$ cat config.mk
export PLATFORM = sky130hd
export DESIGN_NAME = beamform_power_trigger
export DESIGN_NICKNAME = d
export VERILOG_FILES = /design/src/rtl/beamform_pkg.sv /design/src/rtl/beamform_power_trigger_align.sv /design/src/rtl/beamform_power_trigger.sv
export SDC_FILE = /design/constraint.sdc
export NUM_CORES = 2
export LEC_CHECK = 0
export ABC_CLOCK_PERIOD_IN_PS = 5900
export CAP_MARGIN = 20
export CORE_UTILIZATION = 35
export CTS_CLUSTER_DIAMETER = 100
export CTS_CLUSTER_SIZE = 12
export DETAILED_ROUTE_END_ITERATION = 7
export PLACE_DENSITY = 0.53
export SLEW_MARGIN = 30
export SYNTH_ARGS = -nofsm -noshare
export SYNTH_HDL_FRONTEND = slang
export SYNTH_SLANG_ARGS = --single-unit
export TNS_END_PERCENT = 100
$ cat constraint.sdc
create_clock -name clk -period 5.9 [get_ports clk]
set_input_delay 0.59 -clock clk [delete_from_list [all_inputs] [get_ports clk]]
set_output_delay 0.59 -clock clk [all_outputs]
set_load 0.01 [all_outputs]
$ cat src/rtl/beamform_pkg.sv
// beamform_pkg: shared helpers and pipeline constants for beam modules
package beamform_pkg;

   localparam int BEAM_LAT  = 3;
   localparam int POWER_LAT = 6;
   localparam int TRIG_LAT  = 7;

   function automatic int clog2(input int v);
      int r;
      r = 0;
      for (int i = 0; i < 31; i++) r = ((1 << i) < v) ? i + 1 : r;
      return r;
   endfunction

   function automatic int base_delay(input logic [127:0] d, input int i, input int nsamp);
      return int'(d[8*i +: 8]) / nsamp;
   endfunction

   function automatic int samp_delay(input logic [127:0] d, input int i, input int nsamp);
      return int'(d[8*i +: 8]) % nsamp;
   endfunction

   function automatic int max_base(input logic [127:0] d, input int nchan, input int nsamp);
      int m;
      m = 0;
      for (int i = 0; i < nchan; i++) m = (base_delay(d, i, nsamp) > m) ? base_delay(d, i, nsamp) : m;
      return m;
   endfunction

endpackage

$ cat src/rtl/beamform_power_trigger_align.sv
// beam_align_chan: one channel's whole-clock delay line, sample realign and output register
module beam_align_chan #(
   parameter int NBIT  = 5,
   parameter int NSAMP = 8,
   parameter int DELAY = 0
) (
   input  logic                  clk,
   input  logic                  rst,
   input  logic [NSAMP*NBIT-1:0] din_i,
   output logic [NSAMP*NBIT-1:0] dout_o
);

   localparam int W     = NSAMP * NBIT;
   localparam int BASE  = DELAY / NSAMP;
   localparam int OFF   = DELAY % NSAMP;
   localparam int DEPTH = BASE + ((OFF > 0) ? 1 : 0);

   logic [W-1:0] al;

   if (DEPTH == 0) begin : g_direct
      assign al = din_i;
   end else begin : g_srl
      logic [W-1:0] sr_q [DEPTH];
      // sr_q[k] holds din_i delayed k+1 clocks; no reset, warm-up flushes it
      always_ff @(posedge clk) begin
         sr_q[0] <= din_i;
         for (int k = 1; k < DEPTH; k++) sr_q[k] <= sr_q[k-1];
      end
      for (genvar s = 0; s < NSAMP; s++) begin : g_s
         if (s < OFF) begin : g_late
            assign al[NBIT*s +: NBIT] = sr_q[DEPTH-1][NBIT*(NSAMP+s-OFF) +: NBIT];
         end else if (BASE == 0) begin : g_now
            assign al[NBIT*s +: NBIT] = din_i[NBIT*(s-OFF) +: NBIT];
         end else begin : g_early
            assign al[NBIT*s +: NBIT] = sr_q[BASE-1][NBIT*(s-OFF) +: NBIT];
         end
      end
   end

   // aligned word register
   always_ff @(posedge clk) begin
      dout_o <= rst ? '0 : al;
   end

endmodule

$ cat src/rtl/beamform_power_trigger.sv
// beamform_power_trigger: aligned beam sum, windowed power and threshold trigger
module beamform_power_trigger
   import beamform_pkg::*;
#(
   parameter int                 NCHAN   = 8,
   parameter int                 NSAMP   = 8,
   parameter int                 NBIT    = 5,
   parameter logic [NCHAN*8-1:0] DELAYS  = '0,
   parameter int                 WINDOW  = 4,
   parameter int                 HOLDOFF = 16,
   localparam int                SW      = NBIT + clog2(NCHAN),
   localparam int                QW      = 2*SW + clog2(NSAMP),
   localparam int                PW      = QW + clog2(WINDOW)
) (
   input  logic                        clk,
   input  logic                        rst,
   input  logic [NCHAN*NSAMP*NBIT-1:0] din,
   input  logic [NCHAN-1:0]            chan_mask,
   input  logic [PW-1:0]               thresh,
   input  logic                        thresh_wr,
   output logic [NSAMP*SW-1:0]         beam_out,
   output logic [PW-1:0]               power_out,
   output logic                        trig,
   output logic [15:0]                 trig_count
);

   localparam int FILL = max_base(128'(DELAYS), NCHAN, NSAMP) + 2 + WINDOW + POWER_LAT;
   localparam int FW   = clog2(FILL + 1);
   localparam int HW   = clog2(HOLDOFF + 1);
   localparam int CW   = NSAMP * NBIT;

   logic [NCHAN*CW-1:0]  al;
   logic [NCHAN-1:0]     mask_q;
   logic signed [SW-1:0] h0_d [NSAMP];
   logic signed [SW-1:0] h1_d [NSAMP];
   logic signed [SW-1:0] h0_q [NSAMP];
   logic signed [SW-1:0] h1_q [NSAMP];
   logic signed [SW-1:0] beam_q [NSAMP];
   logic [2*SW-1:0]      sq_d [NSAMP];
   logic [2*SW-1:0]      sq_q [NSAMP];
   logic [QW-1:0]        pclk_d, pclk_q;
   logic [QW-1:0]        win_q [WINDOW];
   logic [PW-1:0]        run_q, thr_q;
   logic [HW-1:0]        hold_q;
   logic [FW-1:0]        wcnt_q;
   logic                 trig_q, fire;
   logic [15:0]          cnt_q;

   for (genvar c = 0; c < NCHAN; c++) begin : g_ch
      beam_align_chan #(.NBIT(NBIT), .NSAMP(NSAMP), .DELAY(int'(DELAYS[8*c +: 8]))) u_align (
         .clk    (clk),
         .rst    (rst),
         .din_i  (din[CW*c +: CW]),
         .dout_o (al[CW*c +: CW])
      );
   end

   // masked per-sample sums, split into lower and upper channel halves
   always_comb begin
      for (int s = 0; s < NSAMP; s++) begin
         h0_d[s] = '0;
         h1_d[s] = '0;
         for (int c = 0; c < NCHAN; c++) begin
            if (c < NCHAN/2) h0_d[s] = h0_d[s] + (mask_q[c] ? '0 : SW'($signed(al[NBIT*(NSAMP*c+s) +: NBIT])));
            else h1_d[s] = h1_d[s] + (mask_q[c] ? '0 : SW'($signed(al[NBIT*(NSAMP*c+s) +: NBIT])));
         end
      end
   end

   // squares of the beam samples and their per-clock total
   always_comb begin
      pclk_d = '0;
      for (int s = 0; s < NSAMP; s++) begin
         sq_d[s] = (2*SW)'(beam_q[s]) * (2*SW)'(beam_q[s]);
         pclk_d  = pclk_d + QW'(sq_q[s]);
      end
   end

   // mask, half sums, beam, squares and per-clock power pipeline
   always_ff @(posedge clk) begin
      if (rst) begin
         mask_q <= '0;
         h0_q   <= '{default: '0};
         h1_q   <= '{default: '0};
         beam_q <= '{default: '0};
         sq_q   <= '{default: '0};
         pclk_q <= '0;
      end else begin
         mask_q <= chan_mask;
         h0_q   <= h0_d;
         h1_q   <= h1_d;
         for (int s = 0; s < NSAMP; s++) beam_q[s] <= h0_q[s] + h1_q[s];
         sq_q   <= sq_d;
         pclk_q <= pclk_d;
      end
   end

   // running window sum: add newest per-clock power, drop the one WINDOW clocks old
   always_ff @(posedge clk) begin
      if (rst) begin
         win_q <= '{default: '0};
         run_q <= '0;
      end else begin
         run_q    <= run_q + PW'(pclk_q) - PW'(win_q[WINDOW-1]);
         win_q[0] <= pclk_q;
         for (int i = 1; i < WINDOW; i++) win_q[i] <= win_q[i-1];
      end
   end

   assign fire = (run_q > thr_q) && (hold_q == '0) && (wcnt_q == FW'(FILL));

   // threshold, warm-up, holdoff and trigger counting
   always_ff @(posedge clk) begin
      if (rst) begin
         thr_q  <= '1;
         wcnt_q <= '0;
         hold_q <= '0;
         trig_q <= 1'b0;
         cnt_q  <= '0;
      end else begin
         thr_q  <= thresh_wr ? thresh : thr_q;
         wcnt_q <= (wcnt_q == FW'(FILL)) ? wcnt_q : wcnt_q + 1'b1;
         hold_q <= fire ? HW'(HOLDOFF) : ((hold_q == '0) ? hold_q : hold_q - 1'b1);
         trig_q <= fire;
         cnt_q  <= (fire && cnt_q != 16'hFFFF) ? cnt_q + 16'd1 : cnt_q;
      end
   end

   for (genvar s = 0; s < NSAMP; s++) begin : g_bo
      assign beam_out[SW*s +: SW] = beam_q[s];
   end

   assign power_out  = run_q;
   assign trig       = trig_q;
   assign trig_count = cnt_q;

endmodule

==> impl_metrics.toml <==
[synth]
avgSynthCellArea_sq_um = 9.64
synth_simple_gate_area_share_pct = 17.9
synth_edf_count = 0
synthXorXnorAreaFrac_pct = 4.54
synth_compound_area_share_pct = 5.64
postSynthCellCount = 5661
synthMuxAreaShare_pct = 0.264
synth-adder-area-share_pct = 33.8
synth_seq_area_share_pct = 29.5
synth_area_sq_mm = 0.0546
yosys_warnings = 0
ys_types = 55
synth_ff_type = "dfxtp_1"
synth_seq_cells = 803
postSynth.asyncResetShare_pct = 0
synth_top_family_by_area = "adder cells"

[timing]
setup_viol = 0
hold_viol_final = 0
drv_slew = 0
grt_setup_unrepaired = "false"
finClkSkew_ps = 23.7
worst_slew_pin_slew_ps = 954
fin_ws_ps = 1190
finalWorstPathRequiredPeriod_ps = 4710
min_period_over_period_pct = 79.8
finalSetupTns_ps = 0
relSlewSlack_pct = 36.3
clock.fmax_mhz = 212

[global_route]
grt_overflow = 0
track_usage_pct = 18.1
antenna_found_initial = 9
grt_pass1_vias = 37781
grt_max_degree = 221
grt_pass1_wl_um = 219000

[setup_path]
cp_max_fo = 3
worst_setup_path_start_kind = "flip-flop"
crit_type = "flip-flop to flip-flop"
arrival_ps = 5220
required_ps = 6410
end_kind = "flip-flop"

[power_and_ir_drop]
power_frac_clock_pct = 15.7
p_sw_mw = 12.6
leakage_nw = 29.5
intPower_mw = 16.2
p_comb_share_pct = 59.0
power.density_mw_per_mm2 = 455
total_power_mw = 28.8
p_sw_share_pct = 43.7
max-vdd-ir-drop_mv = 0.441
p_seq_share_pct = 25.3

[cells_and_area]
num-nets-final = 7476
layout-drive-gt1-share_pct = 2.75
area_delta_synth_final_pct = 15.9
final_cell_count_no_fill = 8090
fillers = 15169

[floorplan]
io_pins = 454
die_w_um = 397
start_util_pct = 35.3
die_h_um = 397
fp-row-count = 144
core_region_area_sq_mm = 0.154
dieArea_sq_mm = 0.157

[detailed_routing]
wire_per_inst_um = 17.4
drcViolationCount = 8
vias_per_cell = 4.39
vias = 35533
drt-initial-drc-count = 1308
antenna_left = 0
firstDrtPassIters = 8
wl_um = 140000

[placement]
dp_slack_ps = 1210
placedCellCount = 7995
numPortBuffers = 453
gp_congestion = 0.855
place_hpwl_um = 116000

[clocking]
cts_resized = 0
root_buffer = "clkbuf_16"
cts_buffer_depth = 3
cts.sinks = 803
htreeDepth = 3
holdBufCountCts = 0
cts_tree = "built"
clk_pin_slew_ps = 60
cts_setup_buffers = 0
cts_made_buffers = 77
insertion_delay_ps = 680

[run]
max_cap_violations = 0

[run_status]
outcome = "complete, but fails checks"
violations = "DRC"

[worst_hold_path]
min-delay-path-class = "primary input to flip-flop"
-- synthesized netlist by cell type, types with 20 or more instances --
cell type / count / share of area, %
a21o_1: 102 / 1.4
a21oi_1: 156 / 1.4
a31o_2: 20 / 0.32
a31oi_1: 22 / 0.25
and2_1: 132 / 1.5
clkbuf_1: 178 / 1.2
dfxtp_1: 803 / 29
fa_1: 633 / 23
ha_1: 460 / 11
inv_1: 1017 / 7.0
nand2_1: 151 / 1.0
nand2b_1: 265 / 3.0
nand3_1: 31 / 0.28
nor2_1: 348 / 2.4
nor2b_1: 687 / 7.9
nor3_1: 81 / 0.74
o211ai_1: 22 / 0.30
o21ai_0: 80 / 0.73
o21bai_1: 32 / 0.44
xnor2_1: 229 / 3.7
xor2_1: 54 / 0.87
-- layout make-up --
| class | instances | area (sq um) | area share (%) |
|---|---|---|---|
| Multi-Input combinational cell | 3652 | 33900 | 53.6 |
| Tap cell | 2044 | 2560 | 4.04 |
| Clock buffer | 81 | 1950 | 3.09 |
| Clock inverter | 8 | 120 | 0.190 |
| Antenna cell | 5 | 12.5 | 0.0198 |
| Sequential cell | 803 | 16100 | 25.4 |
| Inverter | 1018 | 3820 | 6.04 |
| Timing Repair Buffer | 479 | 4780 | 7.56 |
-- critical path: stages, from the launching register on --
cell      delay [ps]
dfxtp_1          320
inv_1             50
fa_1             510
fa_1             550
inv_1             50
fa_1             480
inv_1             50
fa_1             480
inv_1             40
ha_1             230
fa_1             470
a21oi_1          210
o211ai_1         160
a21oi_1          160
or2_2            120
a21oi_1           90
a31o_2           280
a211oi_1         240
nor3_1            80
-- cells in the final DEF, fill, tap and decap left out, types with 132 or more instances in the layout --
cell / instances
inv_1: 1017
dfxtp_1: 801
nor2b_1: 687
fa_1: 633
ha_1: 460
clkdlybuf4s50_1: 452
nor2_1: 348
nand2b_1: 265
xnor2_1: 229
a21oi_1: 156
nand2_1: 151
and2_1: 132
-- per-stage QoR --
step                      cell area (sq um)  hold slack, ps  utilization (%)
after floorplan                       54600             414                -
after global placement                61100             415             39.6
after detailed placement              61100             421             39.6
after CTS                             63200             359             40.9
after global routing                  63200             399             41.0
final                                 63300             406             41.0
-- power by group through the flow --
stage                     registers, mW  logic, mW  clock network [mW]
after global routing               7.40       19.6                4.90
final                              7.28       17.0                4.52
after floorplan                    6.92       12.6                   0
after detailed placement           7.45       17.1                   0
after CTS                          7.33       17.3                4.71
after global placement             7.44       17.0                   0
-- kinds of logic (layout without fill, tap and decap cells) --
kind of cell | count (synthesis) | after routing
and+or+nand+nor | 1777 | 1777
buffers and inverters | 1208 | 1586
adders and majority gates | 1093 | 1093
DFF | 803 | 803
AOI/OAI and AO/OA | 482 | 482
xor gates and xnor gates | 283 | 283
muxes | 13 | 13
other | 2 | 9
-- path summary, 6_finish.rpt --
kind | from | endpoint | slack, ps | depth (start not counted)
hold reg to reg | win_q[46]$_SDFF_PP0_ | win_q[27]$_SDFF_PP0_ | 430 | 1
hold / removal | rst | g_ch[7].u_align.dout_o[32]$_SDFF_PP0_ | 410 | 2
setup reg to reg | sq_q[50]$_SDFF_PP0_ | pclk_q[18]$_SDFF_PP0_ | 1190 | 18
setup / recovery | sq_q[50]$_SDFF_PP0_ | pclk_q[18]$_SDFF_PP0_ | 1190 | 18
-- metal layers --
layer	global-route usage [%]	vias up	part of all wire, %	wire length [um]
met2	30.6	506	48	66800
li1	-	17895	-	-
met3	2.51	113	3.5	4880
met5	0	-	0.012	17
met4	4.39	2	1.9	2620
met1	24.3	17017	47	66100
-- registers in the layout, indices dropped and copies added (netlist names) --
signal,count
wcnt_q,4
power_out,21
g_ch.u_align.dout_o,320
pclk_q,19
trig,1
beam_out,64
hold_q,5
thr_q,21
h1_q,64
sq_q,120
trig_count,16
win_q,76
h0_q,64
mask_q,8
Note: power is estimated with default switching activity, not from simulation.
